### config.mk
export PLATFORM = sky130hd
export DESIGN_NAME = fc_score_packer_flat
export DESIGN_NICKNAME = d
export VERILOG_FILES = /design/src/rtl/fc_score_packer_if.sv /design/src/rtl/fc_score_packer.sv /design/src/flat_wrapper.sv
export SDC_FILE = /design/constraint.sdc
export NUM_CORES = 1
export LEC_CHECK = 0
export CORE_MARGIN = 2
export CORE_UTILIZATION = 30
export DETAILED_ROUTE_END_ITERATION = 16
export GPL_ROUTABILITY_DRIVEN = 0
export PLACE_DENSITY = 0.69
export SYNTH_ARGS = -nofsm -noshare
export SYNTH_HDL_FRONTEND = slang
export SYNTH_SLANG_ARGS = --single-unit
### constraint.sdc
create_clock -name clk -period 2 [get_ports clk]
set_input_delay 0.2 -clock clk [delete_from_list [all_inputs] [get_ports clk]]
set_output_delay 0.2 -clock clk [all_outputs]
set_load 0.005 [all_outputs]
### src/rtl/fc_score_packer_if.sv
`default_nettype none
// ============================================================================
//  Module      : fc_score_packer_if
//  Description : Bundle of the score stream, packed-frame and status signals
//                between the FC output layer, the packer and the argmax stage.
//                master = producer/consumer side, slave = packer side.
//  Signals     : in_valid/in_data/in_last/in_ready  score beat stream
//                out_data/out_valid/out_ack          packed frame to argmax
//                err_len                             frame-length error pulse
//                frame_cnt                           delivered frame counter
//  Revision    : 1.0 - initial release
// ============================================================================
interface fc_score_packer_if #(
  parameter int DATA_WIDTH  = 32,
  parameter int NUM_CLASSES = 10
);
  localparam int OUT_WIDTH = DATA_WIDTH * NUM_CLASSES;

  logic                  in_valid;
  logic [DATA_WIDTH-1:0] in_data;
  logic                  in_last;
  logic                  in_ready;
  logic [OUT_WIDTH-1:0]  out_data;
  logic                  out_valid;
  logic                  out_ack;
  logic                  err_len;
  logic [15:0]           frame_cnt;

  modport master (
    output in_valid, in_data, in_last, out_ack,
    input  in_ready, out_data, out_valid, err_len, frame_cnt
  );

  modport slave (
    input  in_valid, in_data, in_last, out_ack,
    output in_ready, out_data, out_valid, err_len, frame_cnt
  );
endinterface
`default_nettype wire

### src/rtl/fc_score_packer.sv
`default_nettype none
// ============================================================================
//  Module      : fc_score_packer
//  Description : Collects NUM_CLASSES unsigned scores streamed one per beat,
//                packs them into one flat vector (class 0 in the LSBs) and
//                holds it with a level valid until the argmax stage acks.
//  Ports       : clk    - rising-edge clock
//                rst_n  - asynchronous active-low reset
//                bus    - fc_score_packer_if.slave (stream in, frame out,
//                         err_len pulse, 16-bit delivered-frame counter)
//  Revision    : 1.0 - initial release
// ============================================================================
module fc_score_packer #(
  parameter int DATA_WIDTH  = 32,
  parameter int NUM_CLASSES = 10
) (
  input  wire logic         clk,
  input  wire logic         rst_n,
  fc_score_packer_if.slave  bus
);

  localparam int OUT_WIDTH = DATA_WIDTH * NUM_CLASSES;
  localparam int IDX_W     = (NUM_CLASSES > 1) ? $clog2(NUM_CLASSES) : 1;
  localparam logic [IDX_W-1:0] c_LAST_IDX = IDX_W'(NUM_CLASSES - 1);

  typedef enum logic [1:0] {
    S_IDLE    = 2'd0,
    S_COLLECT = 2'd1,
    S_HOLD    = 2'd2
  } state_t;

  state_t               r_state;
  state_t               w_state_nxt;
  logic [IDX_W-1:0]     r_idx;
  logic [IDX_W-1:0]     w_idx_nxt;
  logic                 r_out_valid;
  logic                 w_out_valid_nxt;
  logic                 r_err_len;
  logic                 w_err_len_nxt;
  logic [15:0]          r_frame_cnt;
  logic                 w_cnt_inc;
  logic                 w_slot_we;
  logic                 w_accept;
  logic                 w_last_slot;
  logic [OUT_WIDTH-1:0] w_packed;

  // Ready is a pure state decode so the consumer's ack never combinationally
  // reaches the producer; the price is one bubble after every ack.
  assign w_accept    = bus.in_valid && (r_state != S_HOLD);
  assign w_last_slot = (r_idx == c_LAST_IDX);

  always_comb begin
    w_state_nxt     = r_state;
    w_idx_nxt       = r_idx;
    w_out_valid_nxt = r_out_valid;
    w_err_len_nxt   = 1'b0;
    w_cnt_inc       = 1'b0;
    w_slot_we       = 1'b0;
    case (r_state)
      S_IDLE, S_COLLECT: begin
        if (w_accept) begin
          if (w_last_slot) begin
            // Final slot completes the frame whether or not in_last came
            // with it; a missing in_last is flagged alongside the valid rise.
            w_slot_we       = 1'b1;
            w_idx_nxt       = '0;
            w_state_nxt     = S_HOLD;
            w_out_valid_nxt = 1'b1;
            w_cnt_inc       = 1'b1;
            w_err_len_nxt   = ~bus.in_last;
          end else if (bus.in_last) begin
            // Short frame: drop it. Stale slots are harmless because the
            // next frame overwrites every slot before it is presented.
            w_idx_nxt     = '0;
            w_state_nxt   = S_IDLE;
            w_err_len_nxt = 1'b1;
          end else begin
            w_slot_we   = 1'b1;
            w_idx_nxt   = r_idx + IDX_W'(1);
            w_state_nxt = S_COLLECT;
          end
        end
      end
      S_HOLD: begin
        if (bus.out_ack) begin
          w_state_nxt     = S_IDLE;
          w_out_valid_nxt = 1'b0;
        end
      end
      default: begin
        w_state_nxt     = S_IDLE;
        w_idx_nxt       = '0;
        w_out_valid_nxt = 1'b0;
      end
    endcase
  end

  always_ff @(posedge clk or negedge rst_n) begin
    if (!rst_n) begin
      r_state     <= S_IDLE;
      r_idx       <= '0;
      r_out_valid <= 1'b0;
      r_err_len   <= 1'b0;
      r_frame_cnt <= 16'd0;
    end else begin
      r_state     <= w_state_nxt;
      r_idx       <= w_idx_nxt;
      r_out_valid <= w_out_valid_nxt;
      r_err_len   <= w_err_len_nxt;
      if (w_cnt_inc) begin
        r_frame_cnt <= r_frame_cnt + 16'd1;
      end
    end
  end

  // One register per class slot; slots only load on accepted beats, so the
  // packed vector is frozen for the whole HOLD phase.
  for (genvar k = 0; k < NUM_CLASSES; k++) begin : g_slot
    logic [DATA_WIDTH-1:0] r_slot;

    always_ff @(posedge clk or negedge rst_n) begin
      if (!rst_n) begin
        r_slot <= '0;
      end else if (w_slot_we && (r_idx == IDX_W'(k))) begin
        r_slot <= bus.in_data;
      end
    end

    assign w_packed[k*DATA_WIDTH +: DATA_WIDTH] = r_slot;
  end

  assign bus.in_ready  = (r_state != S_HOLD);
  assign bus.out_data  = w_packed;
  assign bus.out_valid = r_out_valid;
  assign bus.err_len   = r_err_len;
  assign bus.frame_cnt = r_frame_cnt;

endmodule
`default_nettype wire

### src/flat_wrapper.sv
// flat-port wrapper written by rule: the top's interface ports become plain ports
module fc_score_packer_flat 
#(
  parameter int DATA_WIDTH  = 32,
  parameter int NUM_CLASSES = 10
)
  (clk, rst_n, bus_in_valid, bus_in_data, bus_in_last, bus_out_ack, bus_in_ready, bus_out_data, bus_out_valid, bus_err_len, bus_frame_cnt);
  fc_score_packer_if #(.DATA_WIDTH(DATA_WIDTH), .NUM_CLASSES(NUM_CLASSES)) bus_i ();
  input  wire logic clk;
  input  wire logic rst_n;
  input wire logic [$bits(bus_i.in_valid)-1:0] bus_in_valid;
  input wire logic [$bits(bus_i.in_data)-1:0] bus_in_data;
  input wire logic [$bits(bus_i.in_last)-1:0] bus_in_last;
  input wire logic [$bits(bus_i.out_ack)-1:0] bus_out_ack;
  output wire logic [$bits(bus_i.in_ready)-1:0] bus_in_ready;
  output wire logic [$bits(bus_i.out_data)-1:0] bus_out_data;
  output wire logic [$bits(bus_i.out_valid)-1:0] bus_out_valid;
  output wire logic [$bits(bus_i.err_len)-1:0] bus_err_len;
  output wire logic [$bits(bus_i.frame_cnt)-1:0] bus_frame_cnt;
  assign bus_i.in_valid = bus_in_valid;
  assign bus_i.in_data = bus_in_data;
  assign bus_i.in_last = bus_in_last;
  assign bus_i.out_ack = bus_out_ack;
  assign bus_in_ready = bus_i.in_ready;
  assign bus_out_data = bus_i.out_data;
  assign bus_out_valid = bus_i.out_valid;
  assign bus_err_len = bus_i.err_len;
  assign bus_frame_cnt = bus_i.frame_cnt;
  fc_score_packer #(.DATA_WIDTH(DATA_WIDTH), .NUM_CLASSES(NUM_CLASSES)) u_core (.clk(clk), .rst_n(rst_n), .bus(bus_i));
endmodule
# [Word-level counts from Yosys, hierarchy flattened]
# Index checks and enable logic that the tools add are counted.
[word_totals] in_bits=37 out_inout_bits=339 ff_bits=344
[op_classes] eq_ne=15 muxes=24 n_reduce_logical=17 n_bitwise=2 add_sub_neg=2
[ops] cell="$add 16x1->16 const B" n=1
[ops] cell="$eq 4x3->1 const B" n=4
[ops] cell="$mux 1" n=15
[ops] cell="$mux 4" n=3
[ops] cell="$logic_and 1x1->1" n=11
[ops] cell="$eq 4x2->1 const B" n=2
[ops] cell="$eq 4x4->1 const B" n=2
[ops] cell="$pmux 4 s2" n=1
[ops] cell="$mux 2" n=3
[ops] cell="$add 4x1->4 const B" n=1
[ops] cell="$eq 4x1->1 const B" n=1
[ops] cell="$logic_not 4->1" n=1
[ops] cell="$ne 2x1->1 const B" n=2
[ops] cell="$ne 2x2->1 const B" n=2
[ops] cell="$pmux 2 s2" n=1
[ops] cell="$reduce_and 2->1" n=2
[ops] cell="$reduce_and 3->1" n=1
[ops] cell="$eq 2x1->1 const B" n=1
[ops] cell="$eq 2x2->1 const B" n=1
[ops] cell="$logic_not 2->1" n=1
[ops] cell="$not 1->1" n=2
[ops] cell="$pmux 1 s2" n=1
[ops] cell="$reduce_or 2->1" n=1

# [Longest topological paths before layout]
[logic_depth] depth_word=5 depth_mapped=10

# [Least setup slack after synthesis]
# OpenSTA, ideal clock, no wires.
[synth_timing] path_kind="register to register" from="register u_core.r_idx[1]" to="register u_core.g_slot[3].r_slot[10]" slack_ns=-0.189 n_path_buf=1 arrival_ns=2.062 path_stages_with_launch=11 required_time_ns=1.872 synth_period_minus_slack_ns=2.189 setup_time_ns=0.128 cell_sequence="dfrtp_1 inv_1 ha_1 and3b_1 inv_1 ha_1 nand2b_1 nor2_1 nand3_1 buf_2 mux2_1"
[synth_via] elab_chain_len=5
[synth_lines] item="from (decl)" line="fc_score_packer.sv:34" text="logic [IDX_W-1:0] r_idx;"
[synth_lines] item="from (signal assigned)" line="fc_score_packer.sv:107" text="r_idx <= w_idx_nxt;"
[synth_lines] item="$eq 4x4->1" line="fc_score_packer.sv:50" text="assign w_last_slot = (r_idx == c_LAST_IDX);"
[synth_lines] item="$mux 1" line="fc_score_packer.sv:62" text="if (w_last_slot) begin"
[synth_lines] item="$mux 1" line="fc_score_packer.sv:61" text="if (w_accept) begin"
[synth_lines] item="$mux 1" line="fc_score_packer.sv:59" text="case (r_state)"
[synth_lines] item="$logic_and 1x1->1 (*)" line="fc_score_packer.sv:124" text="end else if (w_slot_we && (r_idx == IDX_W'(k))) begin"
[synth_lines] item="to (signal assigned)" line="fc_score_packer.sv:125" text="r_slot <= bus.in_data;"
[synth_lines] item="to (decl)" line="fc_score_packer.sv:119" text="logic [DATA_WIDTH-1:0] r_slot;"
# Mark *: on every way between the ends. The rest lies on a longest branch, timed or not.
# A chain may end at the register's enable or synchronous reset.

# [Final worst setup path]
[layout_timing] from="register u_core.r_idx[1]" to="register u_core.g_slot[5].r_slot[18]"
[layout_via] elab_chain_len=5
[layout_lines] item="$eq 4x4->1" line="fc_score_packer.sv:50"
[layout_lines] item="$mux 1" line="fc_score_packer.sv:62"
[layout_lines] item="$mux 1" line="fc_score_packer.sv:61"
[layout_lines] item="$mux 1" line="fc_score_packer.sv:59"
[layout_lines] item="$logic_and 1x1->1 (*)" line="fc_score_packer.sv:124"
[layout_lines] item="to (signal assigned)" line="fc_score_packer.sv:125"
[layout_lines] item="to (decl)" line="fc_score_packer.sv:119"
# Marks and branches as above.

==> metrics.md <==
| Metric | Value |
|---|---|
| Post-synthesis async set-or-reset flop share | `100%` |
| Commonest non-fill, non-tap cells in the layout | `373 x sky130_fd_sc_hd__clkdlybuf4s50_1, 343 x sky130_fd_sc_hd__dfrtp_1, 214 x sky130_fd_sc_hd__mux2_2` |
| Post-Syn Area per Cell | `15.8 um^2` |
| Final hold vios | `0` |
| Synth area leaders | `sky130_fd_sc_hd__dfrtp_1 65%, sky130_fd_sc_hd__mux2_2 21%, sky130_fd_sc_hd__mux2_1 5.9%, sky130_fd_sc_hd__buf_2 1.0%, sky130_fd_sc_hd__buf_1 0.91%` |
| Initial core utilization | `30.6%` |
| Start of the worst register-to-register path | `u_core.r_idx[1]` |
| Number of antenna violations at the first check in global routing | `2` |
| Number of primary I/O pins | `376` |
| Average detailed-routed wire length per instance | `22.7 um` |
| Number of distinct standard cells referenced by the synthesized netlist | `30` |
| Most common cell after layout, fill and taps aside | `sky130_fd_sc_hd__clkdlybuf4s50_1` |
| Overall track demand over capacity in global routing | `17.9%` |
| Setup clock skew after layout | `0.0171 ns` |
| Wire length of the first global-routing pass | `62,000 um` |
| Cell with the largest stage delay on the worst path | `sky130_fd_sc_hd__dfrtp_1` |
| Die ar. | `45,800 um^2` |
| Critical path startpoint category | `flop` |
| First-pass detailed-route iteration total | `4` |
| Die H | `214 um` |
| Vias per cell | `4.63` |
| Sink Count | `344` |
| Final min period | `2.21 ns` |
| Maximum resistive drop on vdd | `586 uV` |
| Critical path cell sequence | `inv_2, ha_4, and3b_2, inv_2, ha_4, and2b_2, and3_4, nand2_4, buf_12, mux2_1` |
| Core occupancy in the finished layout | `47.4%` |
| Total overflow reported by the global router | `0` |
| Worst endpoint required time | `2.40 ns` |
| Final Worst Setup Slack | `-0.211 ns` |
| Violations in the final reports | `negative setup slack` |
| Number of antenna cells inserted | `0` |
| Drc violations | `0` |
| Transition time at the pin with the least slew margin | `0.575 ns` |
| Area of combinational cells with multiple inputs | `4780 um^2` |
| CTS tree | `yes` |
| Proportion of netlist area held by the largest area contributor | `65.1%` |
| Data arrival time of the worst path | `2.61 ns` |
| Clock transition at path regs | `0.06 ns` |
| RSZ-0062 raised after global routing | `true` |
| Sort of element at the end of the critical path | `flop` |
| Count of buffers from port buffering | `375` |
| Number of global-route vias before repair | `9,350` |
| CTS max path bufs | `3` |
| Clock tree root driver cell | `sky130_fd_sc_hd__clkbuf_16` |
| Site row count | `76` |
| Storage cell area | `8610 um^2` |
| Leading register cell type out of synthesis | `sky130_fd_sc_hd__dfrtp_1` |
| Overall power | `0.0241 W` |
| Largest net degree at the start of global routing | `68` |
| FILL cells | `3,714` |
| Standby leakage power | `9.64 nW` |
| EDFF count, synth | `0` |
| Maximum fanout encountered on the critical timing path | `17` |
| Gate count of the mapped netlist | `837` |
| Power Dens Cells | `1180 nW/um^2` |
| Initial drt markers | `486` |
| Peak per-stage delay on the critical path | `0.39 ns` |
| Placed cell area | `18,200 um^2` |
| Cells on worst reg2reg path | `10` |
| Number of nets still failing antenna checks after routing | `0` |
| Horizontal die dimension | `214 um` |
| Class of the most critical hold timing path | `primary input to asynchronous set/reset pin` |
| Fraction of final layout cells sized beyond drive strength 1 | `36.4%` |
| Total length of routed wires | `42,700 um` |
| Part of the Yosys area used for sequential elements | `65.1%` |
| Nets | `1,313` |
| Netlist Area Pre-Place | `13,200 um^2` |
| Final Max Slew Viols | `0` |
| Minimum setup slack among reg-to-reg paths | `-0.21 ns` |
| Via count of the routed design | `8,719` |
| Maximum operating frequency | `452 MHz` |
| Number of buffers created by CTS | `38` |
| WS Path Type | `flop to flop` |
| Crit path launch | `u_core.r_idx[1]` |
| Worst-skew pair later-pin latency | `0.54 ns` |
| Synth warnings | `0` |
| Worst reg2reg endpoint | `u_core.g_slot[5].r_slot[18]` |
| Half-perimeter wire length of the detailed placement result | `27,400 um` |
| Run status | `finished with violations` |
| Nets in the synthesized netlist | `881` |
| Count of maximum capacitance violations | `0` |
| Final worst-path cycle share | `111%` |
| Deepest level of the CTS H-tree | `2` |
| Area grow syn2layout | `55.0%` |
| Final number of setup-violating endpoints | `320` |
| Leading area contributor after synthesis | `sky130_fd_sc_hd__dfrtp_1` |
| Final cell area excluding filler cells | `20,500 um^2` |
| Total negative slack for setup checks | `-44.07 ns` |
| Number of synthesized register bits | `344` |
| Floorplan Core Area | `43,300 um^2` |
| Worst Hold Margin | `0.193 ns` |
| Worst slew slack as a fraction of its limit | `61.5%` |
==> cell families (layout without fill, tap and decap cells) <==
logic type | after synthesis | count (layout) | synth area share [%]
simple gates | 67 | 67 | 2.75
compound gates | 9 | 9 | 0.350
mux | 322 | 322 | 27.4
buf+inv | 73 | 533 | 2.70
xor+xnor | 15 | 15 | 0.994
fa+ha+maj | 7 | 7 | 0.663
flops | 344 | 344 | 65.1
==> metal layers <==
| metal | part of all wire, % | GRT usage (%) | vias to the layer above |
|---|---|---|---|
| li1 | - | - | 3781 |
| met1 | 43 | 22.2 | 4581 |
| met2 | 48 | 29.4 | 276 |
| met3 | 5.5 | 4.40 | 79 |
| met4 | 3.6 | 8.30 | 2 |
| met5 | 0.030 | 0 | - |
==> cell type report <==
| type | instances | area share, % |
|---|---|---|
| sequential | 344 | 42.0 |
| timing repair buffer | 458 | 24.6 |
| multi-input combinational | 420 | 23.3 |
| clock buffer | 53 | 5.56 |
| tap | 585 | 3.57 |
| clock inverter | 15 | 0.849 |
| inverter | 7 | 0.128 |
==> cells in the mapped netlist (all sizes together) (2+ instances only) <==
cell / number
nor2: 7
nand2b: 5
and4: 3
xnor2: 9
xor2: 6
nor3: 7
nand2: 17
nor2b: 4
and3: 4
o21ai: 5
inv: 7
and2: 2
mux2: 321
dfrtp: 344
buf: 66
nand3: 9
a21oi: 3
ha: 7
nand4: 5
==> timing repair <==
item,in CTS,in global routing
buffers inserted,17,4
hold buffers,1,0
cloned,11,6
endpoints found under the setup margin,321,328
pin swaps,2,4
resized for setup,52,85
endpoints found under the hold margin,72,0
==> how the worst max path moves through the flow <==
| stage | endpoint | slack, ns |
|---|---|---|
| 2_1_floorplan | u_core.g_slot[1].r_slot[10] | -0.13 |
| 3_3_place_gp | u_core.g_slot[2].r_slot[16] | -0.21 |
| 3_5_place_dp | u_core.g_slot[2].r_slot[30] | -0.23 |
| 4_1_cts | u_core.g_slot[2].r_slot[15] | -0.18 |
| 5_1_grt | u_core.g_slot[4].r_slot[9] | -0.29 |
| 6_report | u_core.g_slot[5].r_slot[18] | -0.21 |
==> power by group <==
group / total [W] / switching (W) / internal [W]
Clock: 0.00723 / 0.00285 / 0.00438
Sequential: 0.00985 / 0.00104 / 0.00881
Combinational: 0.00702 / 0.00219 / 0.00482
Total: 0.0241 / 0.00608 / 0.0180
==> critical path, delay by kind of cell (launching register included) <==
family | cells | cell delay [ns]
fa+ha+maj | 2 | 0.27
flops | 1 | 0.39
simple gates | 4 | 0.76
buf+inv | 3 | 0.32
mux | 1 | 0.32
==> sequential cells by signal, indices dropped and copies added (netlist names) <==
signal                count
u_core.bus.err_len        1
u_core.bus.frame_cnt     16
u_core.bus.out_valid      1
u_core.g_slot.r_slot    320
u_core.r_idx              4
u_core.r_state            2
==> metrics by stage <==
step	instances	worst slack, ns
after floorplan	837	-0.133
after global routing	1882	-0.293
after CTS	1880	-0.182
final	1882	-0.211
after detailed placement	1783	-0.226
after global placement	1783	-0.208
Power figures use the tool's default switching activity.
